--- src/rtl/dmem_arbiter_pkg.sv ---
// rtl/dmem_arbiter_pkg.sv - shared widths, limits and read-owner encoding for the dmem arbiter
package dmem_arbiter_pkg;

    localparam int AW_DEF           = 12;
    localparam int DW_DEF           = 32;
    localparam int STARVE_LIMIT_DEF = 8;

    typedef enum logic [1:0] {
        OWN_NONE = 2'b00,
        OWN_P0   = 2'b01,
        OWN_P1   = 2'b10
    } owner_e;

endpackage

--- src/rtl/dmem_arbiter_if.sv ---
// rtl/dmem_arbiter_if.sv - requester ports and RAM side of the dmem arbiter
interface dmem_arbiter_if
    import dmem_arbiter_pkg::*;
#(
    parameter int AW = AW_DEF,
    parameter int DW = DW_DEF
) ();

    logic          req0;
    logic          we0;
    logic [AW-1:0] addr0;
    logic [DW-1:0] wdata0;
    logic          gnt0;
    logic          stall0;
    logic          rvalid0;
    logic [DW-1:0] rdata0;

    logic          req1;
    logic          we1;
    logic [AW-1:0] addr1;
    logic [DW-1:0] wdata1;
    logic          gnt1;
    logic          rvalid1;
    logic [DW-1:0] rdata1;

    logic          ram_wEn;
    logic [AW-1:0] ram_addr;
    logic [DW-1:0] ram_dataIn;
    logic [DW-1:0] ram_dataOut;

    modport slave (
        input  req0, we0, addr0, wdata0, req1, we1, addr1, wdata1, ram_dataOut,
        output gnt0, stall0, rvalid0, rdata0, gnt1, rvalid1, rdata1,
        output ram_wEn, ram_addr, ram_dataIn
    );

    modport master (
        output req0, we0, addr0, wdata0, req1, we1, addr1, wdata1, ram_dataOut,
        input  gnt0, stall0, rvalid0, rdata0, gnt1, rvalid1, rdata1,
        input  ram_wEn, ram_addr, ram_dataIn
    );

endinterface

--- src/rtl/dmem_arbiter_grant.sv ---
// rtl/dmem_arbiter_grant.sv - two-way grant with port 1 starvation guard or alternation
module arb2_grant
    import dmem_arbiter_pkg::*;
#(
    parameter int STARVE_LIMIT = STARVE_LIMIT_DEF,
    parameter int RR_MODE      = 0
) (
    input  logic clock,
    input  logic reset,
    input  logic i_req0,
    input  logic i_req1,
    output logic o_gnt0,
    output logic o_gnt1
);

    localparam int            CW       = $clog2(STARVE_LIMIT + 1);
    localparam logic [CW-1:0] LIMIT    = CW'(STARVE_LIMIT);
    localparam logic [CW-1:0] LIMIT_M1 = CW'(STARVE_LIMIT - 1);

    logic [CW-1:0] r_starve_cnt;
    logic          r_last_winner;
    logic          w_pick1;
    logic          w_gnt0;
    logic          w_gnt1;

    // w_pick1 only matters under contention; a lone requester always wins
    always_comb begin
        w_gnt0  = 1'b0;
        w_gnt1  = 1'b0;
        w_pick1 = (RR_MODE != 0) ? ~r_last_winner : (r_starve_cnt >= LIMIT_M1);
        if (reset) begin
            if (i_req0 && i_req1) begin
                w_gnt1 = w_pick1;
                w_gnt0 = ~w_pick1;
            end else begin
                w_gnt0 = i_req0;
                w_gnt1 = i_req1;
            end
        end
    end

    always_ff @(posedge clock or negedge reset) begin
        if (!reset) begin
            r_starve_cnt  <= '0;
            r_last_winner <= 1'b1;
        end else begin
            if (i_req1 && !w_gnt1)
                r_starve_cnt <= (r_starve_cnt == LIMIT) ? r_starve_cnt : r_starve_cnt + CW'(1);
            else
                r_starve_cnt <= '0;
            if (w_gnt0)
                r_last_winner <= 1'b0;
            else if (w_gnt1)
                r_last_winner <= 1'b1;
        end
    end

    assign o_gnt0 = w_gnt0;
    assign o_gnt1 = w_gnt1;

endmodule

--- src/rtl/dmem_arbiter.sv ---
// rtl/dmem_arbiter.sv - shares the single-port data RAM between the processor and an aux master
module dmem_arbiter
    import dmem_arbiter_pkg::*;
#(
    parameter int AW           = AW_DEF,
    parameter int DW           = DW_DEF,
    parameter int STARVE_LIMIT = STARVE_LIMIT_DEF,
    parameter int RR_MODE      = 0
) (
    input  logic          clock,
    input  logic          reset,
    dmem_arbiter_if.slave bus
);

    logic          w_gnt0;
    logic          w_gnt1;
    logic [AW-1:0] w_ram_addr;
    owner_e        w_rd_owner_nxt;
    owner_e        r_rd_owner;
    logic [AW-1:0] r_addr_hold;

    arb2_grant #(
        .STARVE_LIMIT (STARVE_LIMIT),
        .RR_MODE      (RR_MODE)
    ) u_grant (
        .clock  (clock),
        .reset  (reset),
        .i_req0 (bus.req0),
        .i_req1 (bus.req1),
        .o_gnt0 (w_gnt0),
        .o_gnt1 (w_gnt1)
    );

    // the RAM address is parked on the last granted address while idle
    always_comb begin
        w_ram_addr     = r_addr_hold;
        w_rd_owner_nxt = OWN_NONE;
        if (w_gnt0) begin
            w_ram_addr = bus.addr0;
            if (!bus.we0) w_rd_owner_nxt = OWN_P0;
        end else if (w_gnt1) begin
            w_ram_addr = bus.addr1;
            if (!bus.we1) w_rd_owner_nxt = OWN_P1;
        end
    end

    always_ff @(posedge clock or negedge reset) begin
        if (!reset) begin
            r_rd_owner  <= OWN_NONE;
            r_addr_hold <= '0;
        end else begin
            r_rd_owner <= w_rd_owner_nxt;
            if (w_gnt0 || w_gnt1)
                r_addr_hold <= w_ram_addr;
        end
    end

    assign bus.gnt0       = w_gnt0;
    assign bus.gnt1       = w_gnt1;
    assign bus.stall0     = bus.req0 & ~w_gnt0;
    assign bus.ram_addr   = w_ram_addr;
    assign bus.ram_wEn    = (w_gnt0 & bus.we0) | (w_gnt1 & bus.we1);
    assign bus.ram_dataIn = w_gnt1 ? bus.wdata1 : bus.wdata0;
    assign bus.rvalid0    = (r_rd_owner == OWN_P0);
    assign bus.rvalid1    = (r_rd_owner == OWN_P1);
    assign bus.rdata0     = bus.ram_dataOut;
    assign bus.rdata1     = bus.ram_dataOut;

endmodule

--- src/flat_wrapper.sv ---
// flat-port wrapper written by rule: the top's interface ports become plain ports
module dmem_arbiter_flat import dmem_arbiter_pkg::*;
#(
    parameter int AW           = AW_DEF,
    parameter int DW           = DW_DEF,
    parameter int STARVE_LIMIT = STARVE_LIMIT_DEF,
    parameter int RR_MODE      = 0
)
  (clock, reset, bus_req0, bus_we0, bus_addr0, bus_wdata0, bus_req1, bus_we1, bus_addr1, bus_wdata1, bus_ram_dataOut, bus_gnt0, bus_stall0, bus_rvalid0, bus_rdata0, bus_gnt1, bus_rvalid1, bus_rdata1, bus_ram_wEn, bus_ram_addr, bus_ram_dataIn);
  dmem_arbiter_if #(.AW(AW), .DW(DW)) bus_i ();
  input  logic clock;
  input  logic reset;
  input wire logic [$bits(bus_i.req0)-1:0] bus_req0;
  input wire logic [$bits(bus_i.we0)-1:0] bus_we0;
  input wire logic [$bits(bus_i.addr0)-1:0] bus_addr0;
  input wire logic [$bits(bus_i.wdata0)-1:0] bus_wdata0;
  input wire logic [$bits(bus_i.req1)-1:0] bus_req1;
  input wire logic [$bits(bus_i.we1)-1:0] bus_we1;
  input wire logic [$bits(bus_i.addr1)-1:0] bus_addr1;
  input wire logic [$bits(bus_i.wdata1)-1:0] bus_wdata1;
  input wire logic [$bits(bus_i.ram_dataOut)-1:0] bus_ram_dataOut;
  output wire logic [$bits(bus_i.gnt0)-1:0] bus_gnt0;
  output wire logic [$bits(bus_i.stall0)-1:0] bus_stall0;
  output wire logic [$bits(bus_i.rvalid0)-1:0] bus_rvalid0;
  output wire logic [$bits(bus_i.rdata0)-1:0] bus_rdata0;
  output wire logic [$bits(bus_i.gnt1)-1:0] bus_gnt1;
  output wire logic [$bits(bus_i.rvalid1)-1:0] bus_rvalid1;
  output wire logic [$bits(bus_i.rdata1)-1:0] bus_rdata1;
  output wire logic [$bits(bus_i.ram_wEn)-1:0] bus_ram_wEn;
  output wire logic [$bits(bus_i.ram_addr)-1:0] bus_ram_addr;
  output wire logic [$bits(bus_i.ram_dataIn)-1:0] bus_ram_dataIn;
  assign bus_i.req0 = bus_req0;
  assign bus_i.we0 = bus_we0;
  assign bus_i.addr0 = bus_addr0;
  assign bus_i.wdata0 = bus_wdata0;
  assign bus_i.req1 = bus_req1;
  assign bus_i.we1 = bus_we1;
  assign bus_i.addr1 = bus_addr1;
  assign bus_i.wdata1 = bus_wdata1;
  assign bus_i.ram_dataOut = bus_ram_dataOut;
  assign bus_gnt0 = bus_i.gnt0;
  assign bus_stall0 = bus_i.stall0;
  assign bus_rvalid0 = bus_i.rvalid0;
  assign bus_rdata0 = bus_i.rdata0;
  assign bus_gnt1 = bus_i.gnt1;
  assign bus_rvalid1 = bus_i.rvalid1;
  assign bus_rdata1 = bus_i.rdata1;
  assign bus_ram_wEn = bus_i.ram_wEn;
  assign bus_ram_addr = bus_i.ram_addr;
  assign bus_ram_dataIn = bus_i.ram_dataIn;
  dmem_arbiter #(.AW(AW), .DW(DW), .STARVE_LIMIT(STARVE_LIMIT), .RR_MODE(RR_MODE)) u_core (.clock(clock), .reset(reset), .bus(bus_i));
endmodule
--- config.mk ---
export PLATFORM = sky130hd
export DESIGN_NAME = dmem_arbiter_flat
export DESIGN_NICKNAME = d
export VERILOG_FILES = /design/src/rtl/dmem_arbiter_pkg.sv /design/src/rtl/dmem_arbiter_if.sv /design/src/rtl/dmem_arbiter_grant.sv /design/src/rtl/dmem_arbiter.sv /design/src/flat_wrapper.sv
export SDC_FILE = /design/constraint.sdc
export NUM_CORES = 1
export LEC_CHECK = 0
export BUFFER_PORTS_ARGS = -buffer_cell sky130_fd_sc_hd__buf_2
export CAP_MARGIN = 10
export CORE_AREA = 5 5 91 93
export CTS_BUF_LIST = sky130_fd_sc_hd__clkbuf_16
export CTS_CLUSTER_SIZE = 28
export DETAILED_ROUTE_END_ITERATION = 10
export DIE_AREA = 0 0 96 98
export GPL_TIMING_DRIVEN = 0
export HOLD_SLACK_MARGIN = 0.06
export PLACE_DENSITY = 0.68
export SLEW_MARGIN = 10
export SYNTH_ARGS = -nofsm -noshare
export SYNTH_HDL_FRONTEND = slang
export SYNTH_HIERARCHICAL = 1
export SYNTH_SLANG_ARGS = --single-unit
--- constraint.sdc ---
create_clock -name clock -period 2 [get_ports clock]
set_clock_uncertainty 0.1 [all_clocks]
set_input_delay 0.4 -clock clock [delete_from_list [all_inputs] [get_ports clock]]
set_output_delay 0.4 -clock clock [all_outputs]
set_load 0.05 [all_outputs]
==> flow_summary.json <==
{
  "outcome": "finished, violations left",
  "violations": "setup timing",
  "worstPathCellList": "ha_2 -> a21oi_2 -> a21boi_2 -> and2_4 -> buf_16 -> buf_12 -> buf_16 -> mux2_4 -> buf_8",
  "cp.depth": 9,
  "tritoncts": "yes",
  "crit_path_max_fanout": 5,
  "rsz0062_at_grt": "yes",
  "critPathKind": "register to output port",
  "synth_top_area_share_pct": 26.09,
  "critPathMostFrequentCell": "buf_16",
  "ant_nets": 0,
  "start_kind": "register",
  "via_count": 2206,
  "r2r_cells": 8,
  "path_delay_family": "buffers and inverters",
  "fin_crit_ns": 2.607,
  "drtPass1Iterations": 4,
  "wl_per_cell_um": 15.17,
  "drt_iter0_markers": 26,
  "place_area_um2": 3269,
  "clockBufferDepth": 2,
  "core_um2": 7447,
  "netlist_instances": 198,
  "synthTopCellsByArea": "buf_4 (26%), dfrtp_1 (24%), mux2_2 (20%)",
  "max_freq_mhz": 383.5,
  "final_net_count": 559,
  "place_hpwl_um": 6101,
  "avgSynthCellArea_um2": 9.302,
  "peakVddDrop_uv": 311.4,
  "grt_pass1_vias": 2376,
  "synthToLayoutAreaGrowth_pct": 125.5,
  "r2r_end": "u_core/r_addr_hold[9]",
  "utilization_pct": 55.76,
  "synth_area_um2": 1842,
  "cp-end-kind": "output port",
  "hold_viol_final": 0,
  "antenna_found_initial": 0,
  "cts_max_level": 1,
  "synth.yosys.seq_area_share_pct": 24.46,
  "gp_congestion": 0.6929,
  "cp_slowest_cell": "dfrtp_1",
  "crit_arrival_ns": 2.11,
  "setup_viol_count_final": 48,
  "track_usage_pct": 16.28,
  "final_max_slew_viol_count": 0,
  "n_antenna_cell": 0,
  "die_h_um": 98,
  "tightest_slew_ns": 0.8750,
  "cts.sinks": 18,
  "io_pins": 240,
  "slew_headroom_pct": 41.48,
  "min_period_over_period_pct": 130.4,
  "worstHoldPathType": "input pin to register",
  "rrSetupSlack_ns": 0.12,
  "synth-seq-cells": 18,
  "rows": 32,
  "path_buf_inv": 4,
  "drive_above_1_share_pct": 85.12,
  "die_x_um": 96,
  "cp.required_ns": 1.50,
  "drc_errors": 0,
  "grt_pass1_wl_um": 12100,
  "die_area_um2": 9408,
  "crit_path_end": "bus_ram_dataIn[6]",
  "synth_fp_nets": 326,
  "power_density_nw_per_um2": 552.7,
  "fillers": 664,
  "grt_max_degree": 19,
  "crit_start": "u_core/u_grant/r_starve_cnt[1]",
  "power.leakage_nw": 2.120,
  "clk_latency_ns": 0.25,
  "portBuffers": 207,
  "clockRootBuffer": "clkbuf_16",
  "r2r_start": "u_core/u_grant/r_starve_cnt[1]",
  "viasPerCell": 4.147,
  "numCtsBuffers": 3,
  "fin_area_um2": 4153,
  "synth_warnings": 6,
  "yosys.area.top_type": "buf_4",
  "grt.overflow.total": 0,
  "fin_ws_ns": -0.6074,
  "drt_wl_total_um": 8071,
  "max-cap-violations": 0,
  "ys_types": 27,
  "cpPeakStageDelay_ns": 0.39,
  "start_util_pct": 24.73,
  "path_clk_slew_ns": 0.06
}
[power breakdown]
part / switching, mW / internal [mW]
clock network: 0.140 / 0.266
logic: 0.852 / 0.603
registers: 0.0295 / 0.405
[worst reg2reg max path, cell delays in order, from the launching register on]
cell and delay, ns:
dfrtp_1 0.36, ha_2 0.19, a21oi_2 0.07, a21boi_2 0.16, and2_4 0.21, buf_12 0.16, buf_12 0.16, mux2i_4 0.27
o21ai_1 0.08
[sequential cells by signal, indices dropped and copies added (netlist names)]
signal / count
u_core/r_addr_hold: 12
u_core/u_grant/r_starve_cnt: 4
u_core/r_rd_owner: 2
[Yosys cell counts, drive strengths merged]
cell type and instances:
nor3b 1, o21ai 24, nand2 13, o211a 1, mux2 32, nor3 3
nor2b 4, xor2 1, nand2b 1, nand3 1, nand3b 2, a211oi 1
a21oi 1, xnor2 1, mux2i 13, ha 2, dfrtp 18, inv 3
and2 1, buf 70, a22o 1, clkbuf 3, a21boi 1
[layout make-up]
class	instances	area, µm²	share of cell area [%]
Multi-Input combinational cell	104	1186	28.56
Buffer	73	618.1	14.88
Clock inverter	1	3.754	0.09039
Sequential cell	18	450.4	10.85
Inverter	3	11.26	0.2712
Timing Repair Buffer	228	1680	40.46
Tap cell	102	127.6	3.073
Clock buffer	3	75.07	1.808
[stage by stage]
stage | cells | hold WS, ns | setup TNS, ns | total power, mW | setup WS [ns]
after global routing | 532 | 0.2456 | -27.93 | 2.404 | -0.6671
after CTS | 529 | 0.2285 | -25.29 | 2.302 | -0.6121
final | 532 | 0.2326 | -25.12 | 2.295 | -0.6074
after global placement | 507 | 0.2864 | -38.06 | 1.625 | -0.8170
after detailed placement | 507 | 0.2840 | -38.20 | 1.638 | -0.8229
after floorplan | 198 | 0.004409 | -16.01 | 1.359 | -0.3804
[timing repair]
action	4_1_cts	5_1_grt
setup buffers	13	3
hold buffers	1	0
pin swaps	8	7
gates cloned	5	0
gates resized for setup	147	7
endpoints found under the setup margin	58	51
endpoints found under the hold margin	18	0
[logic make-up after synthesis]
family	Yosys count	share of synthesized area, %
adder cells (fa/ha/maj)	2	1.358
multiplexers	45	26.63
flip-flops	18	24.46
AO/OA/AOI/OAI	29	8.832
XOR/XNOR	2	0.9513
buffers and inverters	76	30.77
AND/OR/NAND/NOR	26	6.997
[worst min path at each step]
stage,startpoint,end,slack (ns),cells past startpoint
final,bus_we1,u_core/r_rd_owner[1],0.23,2
after global routing,bus_we0,u_core/r_rd_owner[0],0.25,2
after CTS,bus_we0,u_core/r_rd_owner[0],0.23,2
after detailed placement,reset,u_core/u_grant/r_starve_cnt[2],0.28,1
after global placement,reset,u_core/u_grant/r_starve_cnt[2],0.29,1
after floorplan,reset,u_core/r_addr_hold[0],0.004,0
[per-layer routing]
layer  GRT usage (%)  vias up  wire [µm]
li1                -     1079          -
met5               0        -          0
met4           1.860        0         61
met3           3.313        8        553
met2           32.34       90       4728
met1           17.57     1029       2728
[placed cells by master, fill, tap and decap left out, types with 2 or more instances in the layout]
master and n:
buf_2 159, buf_4 76, buf_6 35, dfrtp_1 18, buf_8 17, mux2_4 16, mux2_2 16, nand2_1 13
mux2i_4 11, o21ai_4 11, o21ai_1 6, o21ai_0 6, buf_16 5, buf_12 5, clkbuf_16 3, nor2b_1 3
inv_1 3, nor3_1 3, clkbuf_8 2, nand3b_1 2
(Power assumes the default switching activity.)
